File: src/rtl/cpu_pkg.sv
// cpu_pkg: shared widths, opcode field and fetch FSM state for the 8-bit CPU.
package cpu_pkg;
  localparam int ADDR_W = 8;
  localparam int INSTR_W = 16;
  localparam logic [3:0] OP_HLT = 4'h4;
  localparam int OPC_HI = 15;
  localparam int OPC_LO = 12;
  typedef enum logic [1:0] {RUN, DRAIN, HALTED} fetch_state_t;
  function automatic logic [3:0] opcode(input logic [INSTR_W-1:0] instr);
    return instr[OPC_HI:OPC_LO];
  endfunction
endpackage

File: src/rtl/instruction_fetch_unit_if.sv
// instruction_fetch_unit_if: imem address/data, pipeline control and IF/ID outputs of the fetch stage.
interface instruction_fetch_unit_if;
  import cpu_pkg::*;
  logic [ADDR_W-1:0] imem_addr;
  logic [INSTR_W-1:0] imem_instr;
  logic stall;
  logic redirect_valid;
  logic [ADDR_W-1:0] redirect_pc;
  logic halt_retired;
  logic ifid_valid;
  logic [INSTR_W-1:0] ifid_instr;
  logic [ADDR_W-1:0] ifid_pc;
  logic [ADDR_W-1:0] ifid_pc_plus1;
  logic halted;
  modport master (
    output imem_addr, ifid_valid, ifid_instr, ifid_pc, ifid_pc_plus1, halted,
    input imem_instr, stall, redirect_valid, redirect_pc, halt_retired
  );
  modport slave (
    input imem_addr, ifid_valid, ifid_instr, ifid_pc, ifid_pc_plus1, halted,
    output imem_instr, stall, redirect_valid, redirect_pc, halt_retired
  );
endinterface

File: src/rtl/instruction_fetch_unit_pc_reg.sv
// pc_reg: program counter with load (priority), increment and hold, sync reset to RESET_PC.
module pc_reg
  import cpu_pkg::*;
#(
  parameter logic [ADDR_W-1:0] RESET_PC = '0
) (
  input  logic              clk,
  input  logic              rst,
  input  logic              load_i,
  input  logic [ADDR_W-1:0] load_pc_i,
  input  logic              inc_i,
  output logic [ADDR_W-1:0] pc_o
);
  logic [ADDR_W-1:0] pc_q, pc_d;
  always_comb pc_d = load_i ? load_pc_i : inc_i ? pc_q + ADDR_W'(1) : pc_q;
  always_ff @(posedge clk) pc_q <= rst ? RESET_PC : pc_d;
  assign pc_o = pc_q;
endmodule

File: src/rtl/instruction_fetch_unit.sv
// instruction_fetch_unit: owns the PC, fills IF/ID from combinational imem, and stops fetching at HLT.
module instruction_fetch_unit
  import cpu_pkg::*;
#(
  parameter logic [ADDR_W-1:0] RESET_PC    = '0,
  parameter logic [3:0]        HALT_OPCODE = OP_HLT
) (
  input logic                      clk,
  input logic                      rst,
  instruction_fetch_unit_if.master fetch_if
);
  fetch_state_t state_q;
  logic [ADDR_W-1:0] pc, pc_plus1, ifid_pc_q, ifid_pc_plus1_q;
  logic [INSTR_W-1:0] ifid_instr_q;
  logic ifid_valid_q, halted_q, is_hlt, load, inc;
  assign pc_plus1 = pc + ADDR_W'(1);
  assign is_hlt = opcode(fetch_if.imem_instr) == HALT_OPCODE;
  // a retiring HLT in DRAIN wins over a same-cycle redirect, so the PC must not load then
  assign load = fetch_if.redirect_valid &&
                (state_q == RUN || (state_q == DRAIN && !fetch_if.halt_retired));
  assign inc = state_q == RUN && !fetch_if.redirect_valid && !fetch_if.stall && !is_hlt;
  pc_reg #(.RESET_PC(RESET_PC)) u_pc_reg (
    .clk      (clk),
    .rst      (rst),
    .load_i   (load),
    .load_pc_i(fetch_if.redirect_pc),
    .inc_i    (inc),
    .pc_o     (pc)
  );
  always_ff @(posedge clk) begin
    if (rst) begin
      state_q         <= RUN;
      ifid_valid_q    <= 1'b0;
      ifid_instr_q    <= '0;
      ifid_pc_q       <= '0;
      ifid_pc_plus1_q <= '0;
      halted_q        <= 1'b0;
    end else begin
      case (state_q)
        RUN: begin
          if (fetch_if.redirect_valid) ifid_valid_q <= 1'b0;
          else if (!fetch_if.stall) begin
            ifid_valid_q    <= 1'b1;
            ifid_instr_q    <= fetch_if.imem_instr;
            ifid_pc_q       <= pc;
            ifid_pc_plus1_q <= pc_plus1;
            if (is_hlt) state_q <= DRAIN;
          end
        end
        DRAIN: begin
          if (fetch_if.halt_retired) begin
            state_q      <= HALTED;
            halted_q     <= 1'b1;
            ifid_valid_q <= 1'b0;
          end else if (fetch_if.redirect_valid) begin
            state_q      <= RUN;
            ifid_valid_q <= 1'b0;
          end else if (!fetch_if.stall) ifid_valid_q <= 1'b0;
        end
        default: ;
      endcase
    end
  end
  assign fetch_if.imem_addr     = pc;
  assign fetch_if.ifid_valid    = ifid_valid_q;
  assign fetch_if.ifid_instr    = ifid_instr_q;
  assign fetch_if.ifid_pc       = ifid_pc_q;
  assign fetch_if.ifid_pc_plus1 = ifid_pc_plus1_q;
  assign fetch_if.halted        = halted_q;
endmodule
File: src/flat_wrapper.sv
// flat-port wrapper written by rule: the top's interface ports become plain ports
module instruction_fetch_unit_flat import cpu_pkg::*;
#(
  parameter logic [ADDR_W-1:0] RESET_PC    = '0,
  parameter logic [3:0]        HALT_OPCODE = OP_HLT
)
  (clk, rst, fetch_if_imem_addr, fetch_if_ifid_valid, fetch_if_ifid_instr, fetch_if_ifid_pc, fetch_if_ifid_pc_plus1, fetch_if_halted, fetch_if_imem_instr, fetch_if_stall, fetch_if_redirect_valid, fetch_if_redirect_pc, fetch_if_halt_retired);
  instruction_fetch_unit_if fetch_if_i ();
  input logic clk;
  input logic rst;
  output wire logic [$bits(fetch_if_i.imem_addr)-1:0] fetch_if_imem_addr;
  output wire logic [$bits(fetch_if_i.ifid_valid)-1:0] fetch_if_ifid_valid;
  output wire logic [$bits(fetch_if_i.ifid_instr)-1:0] fetch_if_ifid_instr;
  output wire logic [$bits(fetch_if_i.ifid_pc)-1:0] fetch_if_ifid_pc;
  output wire logic [$bits(fetch_if_i.ifid_pc_plus1)-1:0] fetch_if_ifid_pc_plus1;
  output wire logic [$bits(fetch_if_i.halted)-1:0] fetch_if_halted;
  input wire logic [$bits(fetch_if_i.imem_instr)-1:0] fetch_if_imem_instr;
  input wire logic [$bits(fetch_if_i.stall)-1:0] fetch_if_stall;
  input wire logic [$bits(fetch_if_i.redirect_valid)-1:0] fetch_if_redirect_valid;
  input wire logic [$bits(fetch_if_i.redirect_pc)-1:0] fetch_if_redirect_pc;
  input wire logic [$bits(fetch_if_i.halt_retired)-1:0] fetch_if_halt_retired;
  assign fetch_if_imem_addr = fetch_if_i.imem_addr;
  assign fetch_if_ifid_valid = fetch_if_i.ifid_valid;
  assign fetch_if_ifid_instr = fetch_if_i.ifid_instr;
  assign fetch_if_ifid_pc = fetch_if_i.ifid_pc;
  assign fetch_if_ifid_pc_plus1 = fetch_if_i.ifid_pc_plus1;
  assign fetch_if_halted = fetch_if_i.halted;
  assign fetch_if_i.imem_instr = fetch_if_imem_instr;
  assign fetch_if_i.stall = fetch_if_stall;
  assign fetch_if_i.redirect_valid = fetch_if_redirect_valid;
  assign fetch_if_i.redirect_pc = fetch_if_redirect_pc;
  assign fetch_if_i.halt_retired = fetch_if_halt_retired;
  instruction_fetch_unit #(.RESET_PC(RESET_PC), .HALT_OPCODE(HALT_OPCODE)) u_core (.clk(clk), .rst(rst), .fetch_if(fetch_if_i));
endmodule
File: config.mk
export PLATFORM = sky130hd
export DESIGN_NAME = instruction_fetch_unit_flat
export DESIGN_NICKNAME = d
export VERILOG_FILES = /design/src/rtl/cpu_pkg.sv /design/src/rtl/instruction_fetch_unit_if.sv /design/src/rtl/instruction_fetch_unit_pc_reg.sv /design/src/rtl/instruction_fetch_unit.sv /design/src/flat_wrapper.sv
export SDC_FILE = /design/constraint.sdc
export NUM_CORES = 1
export LEC_CHECK = 0
export ABC_CLOCK_PERIOD_IN_PS = 2000
export BUFFER_PORTS_ARGS = -buffer_cell sky130_fd_sc_hd__buf_2
export CORE_ASPECT_RATIO = 2
export CORE_MARGIN = 5
export CORE_UTILIZATION = 46
export CTS_BUF_LIST = sky130_fd_sc_hd__clkbuf_8
export DETAILED_ROUTE_END_ITERATION = 7
export HOLD_SLACK_MARGIN = 0.06
export PLACE_DENSITY = 0.73
export SYNTH_ARGS = -nofsm -noshare
export SYNTH_HDL_FRONTEND = slang
export SYNTH_SLANG_ARGS = --single-unit
File: constraint.sdc
create_clock -name clk -period 2 [get_ports clk]
set_clock_uncertainty 0.05 [all_clocks]
set_input_delay 0.3 -clock clk [delete_from_list [all_inputs] [get_ports clk]]
set_output_delay 0.3 -clock clk [all_outputs]
set_load 0.1 [all_outputs]
==> flow_summary.yaml, run 1 <==
final_layout:
  layout.nets: 311
  area_growth_pct: 27.41
  design_area_um2: 2233
  antennaDiodeCount: 0
  drive_above_1_share_pct: 32.74
timing:
  rsz0062_at_grt: "no"
  post-route-period-util_pct: 92.76
  hold_viol_final: 0
  holdWs_ns: 0.1865
  min_period_ns: 1.855
  max_freq_mhz: 539.0
  slew_violations: 0
  setup_violations: 0
  max_slew_margin_pct: 67.22
  setup_tns_ns: 0
  worstMarginPinSlew_ns: 0.4951
cts:
  htreeDepth: 2
  clock_latency_ns: 0.29
  cts_buffers: 5
  post_cts_buffers: 0
  cts-resized-gates: 0
  clock_sinks: 44
  tritoncts: "done"
  path_clk_slew_ns: 0.08
  cts_hold_buffers: 0
  root_buffer: "clkbuf_8"
  cts_buffer_depth: 2
logic_synthesis:
  synth.largest_area_cell: "dfxtp_1"
  ys_types: 33
  synth_area_leaders: "dfxtp_1 50%, nand2_1 12%, a21oi_1 9.4%"
  synthCells: 213
  synth_seq_cells: 44
  yosys-top-cells-count: "56 x nand2_1, 44 x dfxtp_1, 33 x a21oi_1"
  ys_async_sr_fraction_pct: 0
  synth_most_common_cell: "nand2_1"
  synth_warnings: 0
  netlist_area_um2: 1753
  synth-edff-count: 0
  syn_nets: 243
  yosysTopAreaCellShare_pct: 50.25
  synth_ff_type: "dfxtp_1"
  syn_avg_cell_area_um2: 8.230
  ys_seq_area_share_pct: 50.25
placement:
  io_buffer_count: 70
  postPlaceCellArea_um2: 2156
  gp_congestion: 0.7574
  place_hpwl_um: 3360
global_routing:
  grt_pass1_vias: 1681
  grt_max_degree: 40
  grt-ovfl-total: 0
  grt.total_usage_pct: 18.44
  antenna_found_initial: 0
  grt_pass1_wl_um: 7196
die:
  die-width_um: 53.65
  row_count: 31
  io_pins: 71
  die_y_um: 97.30
  core-area_um2: 3646
  dieArea_um2: 5220
  initial_core_util_pct: 48.08
pwr:
  power_leakage_nw: 0.9812
  power_density_nw_per_um2: 897.2
  vdd_ir_drop_max_mv: 0.5354
setup_path:
  rr_startpoint: "u_core.state_q[1]$_SDFFE_PP0P_"
  crit_arrival_ns: 1.99
  end_kind: "flip-flop"
  critPathKind: "reg -> reg"
  worst-path-max-fanout: 10
  r2r_slack_ns: 0.14
  cp.required_ns: 2.14
  startpoint_type: "flip-flop"
  r2r_end: "u_core.u_pc_reg.pc_o[6]$_SDFFE_PP0P_"
  r2r_cells: 4
hold_path:
  hold_path.startpoint: "fetch_if_imem_instr[5]"
  hold_class: "in -> reg"
  whs_path_depth: 3
  whs_endpoint: "u_core.fetch_if.ifid_instr[5]$_SDFFE_PP0P_"
routing:
  routedWlPerCell_um: 13.65
  wirelength_um: 4504
  drc: 0
  ant_nets: 0
  vias_per_cell: 5.136
  drtIter0Drc: 37
  dr.pass1.iters: 4
  vias: 1695
status:
  status: "completed"
job:
  max-cap-violations: 0
[worst max-delay path by stage]
stage | startpoint | end
floorplan | u_core.u_pc_reg.pc_o[4]$_SDFFE_PP0P_ | u_core.u_pc_reg.pc_o[6]$_SDFFE_PP0P_
global placement | fetch_if_imem_instr[12] | u_core.u_pc_reg.pc_o[2]$_SDFFE_PP0P_
detailed placement | fetch_if_imem_instr[12] | u_core.u_pc_reg.pc_o[2]$_SDFFE_PP0P_
CTS | u_core.state_q[1]$_SDFFE_PP0P_ | u_core.u_pc_reg.pc_o[6]$_SDFFE_PP0P_
global route | u_core.state_q[1]$_SDFFE_PP0P_ | u_core.u_pc_reg.pc_o[6]$_SDFFE_PP0P_
finish | u_core.state_q[1]$_SDFFE_PP0P_ | u_core.u_pc_reg.pc_o[6]$_SDFFE_PP0P_
[sequential cells by signal, indices dropped and copies added (netlist names)]
register                       cells
u_core.fetch_if.halted             1
u_core.fetch_if.ifid_instr        16
u_core.fetch_if.ifid_pc            8
u_core.fetch_if.ifid_pc_plus1      8
u_core.fetch_if.ifid_valid         1
u_core.state_q                     2
u_core.u_pc_reg.pc_o               8
[cell usage in the layout (no fill, tap or decap), types with 4 or more instances in the layout]
master    netlist  routed
buf_2           4      70
a21oi_1        33      33
buf_4           0       5
clkbuf_8        0       5
nand2_1        56      56
dfxtp_2         0       4
a211oi_1        6       6
nor2_1         17      17
nor3_1          5       5
dfxtp_1        44      40
a22oi_1         4       4
[stage by stage]
step | setup slack, ns | instances | utilization [%] | power (mW)
2_1_floorplan | 0.006741 | 213 | - | 1.400
3_3_place_gp | 0.08945 | 323 | 59.13 | 1.506
3_5_place_dp | 0.06251 | 323 | 59.13 | 1.510
4_1_cts | 0.1432 | 330 | 61.26 | 2.026
5_1_grt | 0.05381 | 330 | 61.26 | 2.085
6_report | 0.1448 | 330 | 61.26 | 2.004
[final cells by class]
type                            instances  area (µm²)
Fill cell                             376        1413
Sequential cell                        44       885.9
Clock buffer                            5       68.82
Inverter                                2       7.507
Multi-Input combinational cell        153       813.3
Clock inverter                          2       8.758
Tap cell                               49       61.31
Timing Repair Buffer                   75       387.9
[layer usage]
metal  GRT usage, %  share of wire (%)  vias to the layer above  wire length [µm]
met3          3.840                5.9                       11               264
met2          31.50                 53                       61              2366
met5              0                  0                        -                 0
met4          12.80                3.4                        0               153
li1               -                  -                      864                 -
met1          18.55                 38                      759              1720
[critical path: stages (launching register included)]
cell and delay, ns:
dfxtp_1 0.37, or4_4 0.65, nor2_4 0.24, nor3_1 0.09, a2111oi_2 0.35
[cells by family after synthesis]
| logic type | Yosys count | synth area share (%) |
|---|---|---|
| flops | 44 | 50.25 |
| xor+xnor | 6 | 2.998 |
| compound gates | 53 | 18.84 |
| buf+inv | 16 | 3.712 |
| fa+ha+maj | 1 | 0.7137 |
| simple gates | 93 | 23.48 |
[report_power, final]
part | total (mW) | switching, mW | internal [mW] | leakage [nW]
combinational | 0.529 | 0.426 | 0.103 | 0.575
sequential | 0.959 | 0.0385 | 0.920 | 0.361
clock | 0.516 | 0.284 | 0.233 | 0.0452
Note: power is estimated with default switching activity, not from simulation.
==> inputs of run 2 (changes only) <==
- ABC_CLOCK_PERIOD_IN_PS: 2000 -> 1540
- CORE_UTILIZATION: 46 -> 45
- PLACE_DENSITY: 0.73 -> 0.74
- clock period: 2 -> 1.54 ns (I/O delays scaled with it)
==> run 2 against run 1 <==
The flow now finishes with violations (negative setup slack). Sequential cell count unchanged. Register-to-register slack worse by 0.17 ns. Final cell count rose by 6.4%. Power rose by 41%. Critical endpoint is now u_core.u_pc_reg.pc_o[4]$_SDFFE_PP0P_. Highest routed layer unchanged. Largest cell class unchanged. Design area up 11%.
==> flow_summary.yaml, run 2 (synthesis gave the netlist of run 1 again) <==
cts:
  path_clk_slew_ns: 0.08
  htreeDepth: 2
  cts_buffers: 5
  clock_sinks: 44
  tritoncts: "done"
  clock_latency_ns: 0.30
  root_buffer: "clkbuf_8"
  cts_buffer_depth: 2
global_routing:
  grt_util_met2_pct: 34.07
  grt_pass1_wl_um: 7500
  grt-ovfl-total: 0
  use_met1_pct: 17.78
  grt_max_degree: 31
  busiest_layer: "met2"
  grt.total_usage_pct: 18.88
  grt_pass1_vias: 1713
  antenna_found_initial: 0
  met3_usage_pct: 5.038
setup_path:
  critPathLaunch: "u_core.state_q[0]$_SDFFE_PP0P_"
  cp.required_ns: 1.69
  startpoint_type: "flip-flop"
  crit_arrival_ns: 1.71
  critPathKind: "reg -> reg"
  path_cells: "or4_4 > nor2_4 > nor3_1 > a2111oi_2"
  rr_startpoint: "u_core.state_q[0]$_SDFFE_PP0P_"
  end_kind: "flip-flop"
  slowest_stage: "or4_4"
  worst-path-max-fanout: 5
  max_stage_delay_ns: 0.56
placement:
  io_buffer_count: 70
  dp_cells: 341
  place_hpwl_um: 3625
  postPlaceCellArea_um2: 2323
  gp_congestion: 0.7994
timing:
  setup_violations: 3
  max_slew_margin_pct: 67.16
  setup_ws_ns: -0.02347
  setup_tns_ns: -0.04100
  rsz0062_at_grt: "yes"
  slew_violations: 0
  min_period_ns: 1.563
  post-route-period-util_pct: 101.5
  holdWs_ns: 0.1099
  hold_viol_final: 0
  max_freq_mhz: 639.6
  worstMarginPinSlew_ns: 0.4959
final_layout:
  design_area_um2: 2469
  antennaDiodeCount: 0
  area_growth_pct: 40.83
  fin_cells: 351
  largest_register_ffs: 16
  final_common_cell: "buf_2"
  drive_above_1_share_pct: 41.00
  final_cell_mix: "70 x buf_2, 56 x nand2_1, 35 x dfxtp_1"
  layout.nets: 329
die:
  die-width_um: 54.13
  dieArea_um2: 5319
  row_count: 32
  core-area_um2: 3804
  die_y_um: 98.27
  initial_core_util_pct: 46.09
  io_pins: 71
pwr:
  pwr-share-comb_pct: 25.8
  power_density_nw_per_um2: 1146
  vdd_ir_drop_max_mv: 0.8480
  swShare_pct: 35.27
  clock_power_share_pct: 30.3
  power_leakage_nw: 1.091
  pwr-share-seq_pct: 43.9
  power.switching_uw: 997.5
  p_int_mw: 1.830
hold_path:
  hold_class: "in -> reg"
  hold_path.startpoint: "fetch_if_imem_instr[3]"
status:
  status: "finished, violations left"
  violations: "negative setup slack"
job:
  max-cap-violations: 0
routing:
  vias: 1788
  ant_nets: 0
  vias_per_cell: 5.094
  routedWlPerCell_um: 13.53
  drtIter0Drc: 13
  dr.pass1.iters: 4
  wirelength_um: 4750
  drc: 0
[run 2: cell count changes in the layout (fill, tap and decap cells not counted), sizes merged]
| cell | before | now |
|---|---|---|
| buf | 75 | 93 |
| bufinv | 0 | 1 |
[run 2: final cells by class]
cell class / count / area (µm²)
clock inverter: 3 / 38.79
fill: 347 / 1335
tap: 51 / 63.81
sequential: 44 / 909.6
multi-input combinational: 153 / 853.3
clock buffer: 5 / 68.82
inverter: 2 / 7.507
timing repair buffer: 93 / 526.8
[run 2: through the flow]
stage	power, mW	utilization, %	setup slack, ns
after floorplan	1.825	-	-0.003767
after global placement	1.984	61.09	-0.1320
after detailed placement	1.992	61.09	-0.1460
after CTS	2.850	64.01	-0.002221
after global routing	2.944	64.90	-0.07446
final	2.828	64.90	-0.02347
[run 2: path summary, 6_finish.rpt]
path / endpoint / slack [ns] / depth (start not counted)
min reg2reg: u_core.fetch_if.ifid_instr[3]$_SDFFE_PP0P_ / 0.40 / 2
max reg2reg: u_core.u_pc_reg.pc_o[4]$_SDFFE_PP0P_ / -0.02 / 4
min: u_core.fetch_if.ifid_instr[3]$_SDFFE_PP0P_ / 0.11 / 3
max: u_core.u_pc_reg.pc_o[4]$_SDFFE_PP0P_ / -0.02 / 4
[run 2: repair_timing]
action                                  in CTS  in global routing
buffers inserted                             0                  2
endpoints found under the setup margin      11                 12
hold buffers                                 0                  0
pin swaps                                    1                  3
gates resized for setup                      1                  6
[run 2: critical path: cells and delay by family, from the launching register on]
kind | cells | cell delay [ns]
and+or+nand+nor | 3 | 0.83
DFF | 1 | 0.32
AOI/OAI and AO/OA | 1 | 0.26
[run 2: layer usage]
layer  up-vias  routed length, µm
met5         -                  0
met4         0                150
met3        13                312
met2        56               2594
met1       817               1692
li1        902                  -
[run 2: power groups by stage]
stage	Clock [mW]	Combinational, mW	Sequential, mW
after floorplan	0	0.164	1.66
after global placement	0	0.716	1.27
after detailed placement	0	0.723	1.27
final	0.858	0.729	1.24
after global routing	0.926	0.768	1.25
after CTS	0.882	0.726	1.24
==> inputs of run 3 (changes only) <==
- CAP_MARGIN: not set -> 10
- PLACE_DENSITY: 0.74 -> 0.73
- SYNTH_HIERARCHICAL: not set -> 1
==> run 3 against run 2 <==
The run still ends with negative setup slack left. Synthesized area rose by 7.4%. Final cell count increased by 2.6%. Critical path depth up 1. Global-route usage fell by 1.9 points. Sequential cell count did not move. Core utilization is 2.6 points lower. Clock-buffer cell count is the same. Register-to-register slack lost 0.39 ns. Hold slack barely moved. Combinational power down 1%. First-iteration DRC count grew to 2.5 times the previous value. Non-clock buffer count shrank 4. Largest cell class is now multi-input combinational cells.
==> flow_summary.yaml, run 3 <==
status:
  status: "finished, violations left"
  violations: "negative setup slack"
setup_path:
  critPathKind: "reg -> reg"
  end_kind: "flip-flop"
  cp.required_ns: 1.71
  r2r_end: "u_core/u_pc_reg/pc_o[5]$_SDFFE_PP0P_"
  path_cells: "or4_4 > nor2_4 > or3b_1 > or4_1 > o211ai_1"
  slowest_stage: "or4_4"
  worst-path-max-fanout: 2
  max_stage_delay_ns: 0.50
  startpoint_type: "flip-flop"
  critPathLaunch: "u_core/state_q[1]$_SDFFE_PP0P_"
  r2r_slack_ns: -0.42
  crit_arrival_ns: 2.13
  r2r_cells: 5
  crit_end: "u_core/u_pc_reg/pc_o[5]$_SDFFE_PP0P_"
  rr_startpoint: "u_core/state_q[1]$_SDFFE_PP0P_"
routing:
  vias: 1843
  dr.pass1.iters: 4
  vias_per_cell: 5.119
  drtIter0Drc: 33
  routedWlPerCell_um: 13.41
  drc: 0
  ant_nets: 0
  wirelength_um: 4826
logic_synthesis:
  synth_ff_type: "dfxtp_1"
  syn_avg_cell_area_um2: 8.369
  synth_area_leaders: "dfxtp_1 47%, nand2_1 11%, a21oi_1 8.5%"
  synth_seq_cells: 44
  netlist_area_um2: 1883
  synth.largest_area_cell: "dfxtp_1"
  syn_nets: 256
  ys_types: 37
  yosys-top-cells-count: "54 x nand2_1, 44 x dfxtp_1, 32 x a21oi_1"
  yosysTopAreaCellShare_pct: 46.78
  synth_most_common_cell: "nand2_1"
  ys_seq_area_share_pct: 46.78
  synth-edff-count: 0
  ys_async_sr_fraction_pct: 0
  synth_warnings: 6
  synthCells: 225
timing:
  min_period_ns: 1.956
  hold_viol_final: 0
  max_slew_margin_pct: 66.74
  max_freq_mhz: 511.2
  setup_ws_ns: -0.4163
  slew_violations: 0
  worstMarginPinSlew_ns: 0.5024
  post-route-period-util_pct: 127.0
  rsz0062_at_grt: "yes"
  setup_violations: 9
placement:
  postPlaceCellArea_um2: 2365
  io_buffer_count: 70
  place_ws_ns: -0.5154
  place_hpwl_um: 3303
  gp_congestion: 0.8121
global_routing:
  grt-ovfl-total: 0
  grt_max_degree: 41
  grt_pass1_vias: 1704
  grt_pass1_wl_um: 7624
  antenna_found_initial: 0
  grt.total_usage_pct: 16.94
final_layout:
  largest_register_ffs: 16
  area_growth_pct: 35.35
  regArea_um2: 904.6
  design_area_um2: 2549
  fillers: 407
  final_util_pct: 62.35
  final_common_cell: "buf_2"
  drive_above_1_share_pct: 37.66
  layout.nets: 338
  multi_input_area_um2: 943.4
  final_cell_mix: "69 x buf_2, 54 x nand2_1, 35 x dfxtp_1"
  antennaDiodeCount: 0
die:
  die-width_um: 55.74
  initial_core_util_pct: 46.07
  io_pins: 71
  row_count: 33
  core-area_um2: 4088
  dieArea_um2: 5657
  die_y_um: 101.5
hold_path:
  hold_class: "in -> reg"
pwr:
  power_leakage_nw: 1.093
  vdd_ir_drop_max_mv: 0.7142
  power_density_nw_per_um2: 1061
cts:
  clock_sinks: 44
  path_clk_slew_ns: 0.09
  cts_buffers: 5
  clock_latency_ns: 0.29
  tritoncts: "done"
  htreeDepth: 2
  cts_buffer_depth: 2
  root_buffer: "clkbuf_8"
job:
  max-cap-violations: 0
## run 3: cell types whose count changed after synthesis, sizes merged, moves of 3 or more
cell	previous run	this run
a22oi	4	0
xor2	3	6
nor3	5	1
nor3b	0	3
nand3	3	7
nand4	1	4
o211ai	0	4
a2111oi	3	0
buf	6	10
clkbuf	8	4
## run 3: worst min-delay path by stage
stage | start | end | slack (ns) | cells after the start
floorplan | fetch_if_imem_instr[0] | u_core/fetch_if.ifid_instr[0]$_SDFFE_PP0P_ | 0.32 | 2
global placement | u_core/fetch_if.ifid_instr[6]$_SDFFE_PP0P_ | u_core/fetch_if.ifid_instr[6]$_SDFFE_PP0P_ | 0.39 | 2
detailed placement | u_core/fetch_if.ifid_pc[0]$_SDFFE_PP0P_ | u_core/fetch_if.ifid_pc[0]$_SDFFE_PP0P_ | 0.39 | 2
CTS | fetch_if_imem_instr[11] | u_core/fetch_if.ifid_instr[11]$_SDFFE_PP0P_ | 0.1 | 3
global route | fetch_if_imem_instr[9] | u_core/fetch_if.ifid_instr[9]$_SDFFE_PP0P_ | 0.11 | 3
finish | fetch_if_imem_instr[11] | u_core/fetch_if.ifid_instr[11]$_SDFFE_PP0P_ | 0.11 | 3
## run 3: kinds of logic after synthesis
family / count (synthesis) / synth area share (%)
AND/OR/NAND/NOR: 99 / 24.52
multiplexers: 3 / 1.661
buffers and inverters: 17 / 5.448
adder cells (fa/ha/maj): 2 / 1.329
flip-flops: 44 / 46.78
AO/OA/AOI/OAI: 53 / 17.01
XOR/XNOR: 7 / 3.256
## run 3: final cells by class
| type | instances | share of cell area (%) |
|---|---|---|
| multi-input combinational | 164 | 37.02 |
| sequential | 44 | 35.49 |
| timing repair buffer | 89 | 20.91 |
| clock buffer | 5 | 2.700 |
| tap | 52 | 2.553 |
| clock inverter | 3 | 0.8837 |
| inverter | 3 | 0.4418 |
## run 3: layer usage
| metal | vias to the layer above | track usage [%] | share of wire, % |
|---|---|---|---|
| met2 | 51 | 32.30 | 53 |
| met4 | 0 | 8.052 | 1.8 |
| met1 | 840 | 17.02 | 40 |
| li1 | 945 | - | - |
| met3 | 7 | 3.827 | 5.2 |
| met5 | - | 0 | 0 |
## run 3: worst max-delay path: cells and delay by family, from the launching register on
kind	cells	cell delay, ns
AOI/OAI and AO/OA	1	0.09
DFF	1	0.33
and+or+nand+nor	4	1.41
## run 3: timing repair
item | CTS | global route
pin swaps | 4 | 4
hold endpoints to repair | 0 | 0
cloned | 0 | 1
hold buffers | 0 | 0
endpoints found under the setup margin | 10 | 12
resized for setup | 6 | 5
buffers inserted | 5 | 2
## run 3: power breakdown
| group | internal, mW | switching [mW] |
|---|---|---|
| registers | 1.19 | 0.0608 |
| logic | 0.167 | 0.553 |
| clock network | 0.323 | 0.409 |
| total | 1.68 | 1.02 |
## run 3: through the flow
step           TNS, ns  power [mW]  cells  hold slack [ns]
6_report        -2.146       2.705    360           0.1099
3_5_place_dp    -2.844       1.973    347           0.3933
2_1_floorplan   -3.492       1.830    225           0.3170
3_3_place_gp    -2.604       1.968    347           0.3887
4_1_cts         -2.505       2.729    359          0.09944
5_1_grt         -2.682       2.832    360           0.1134
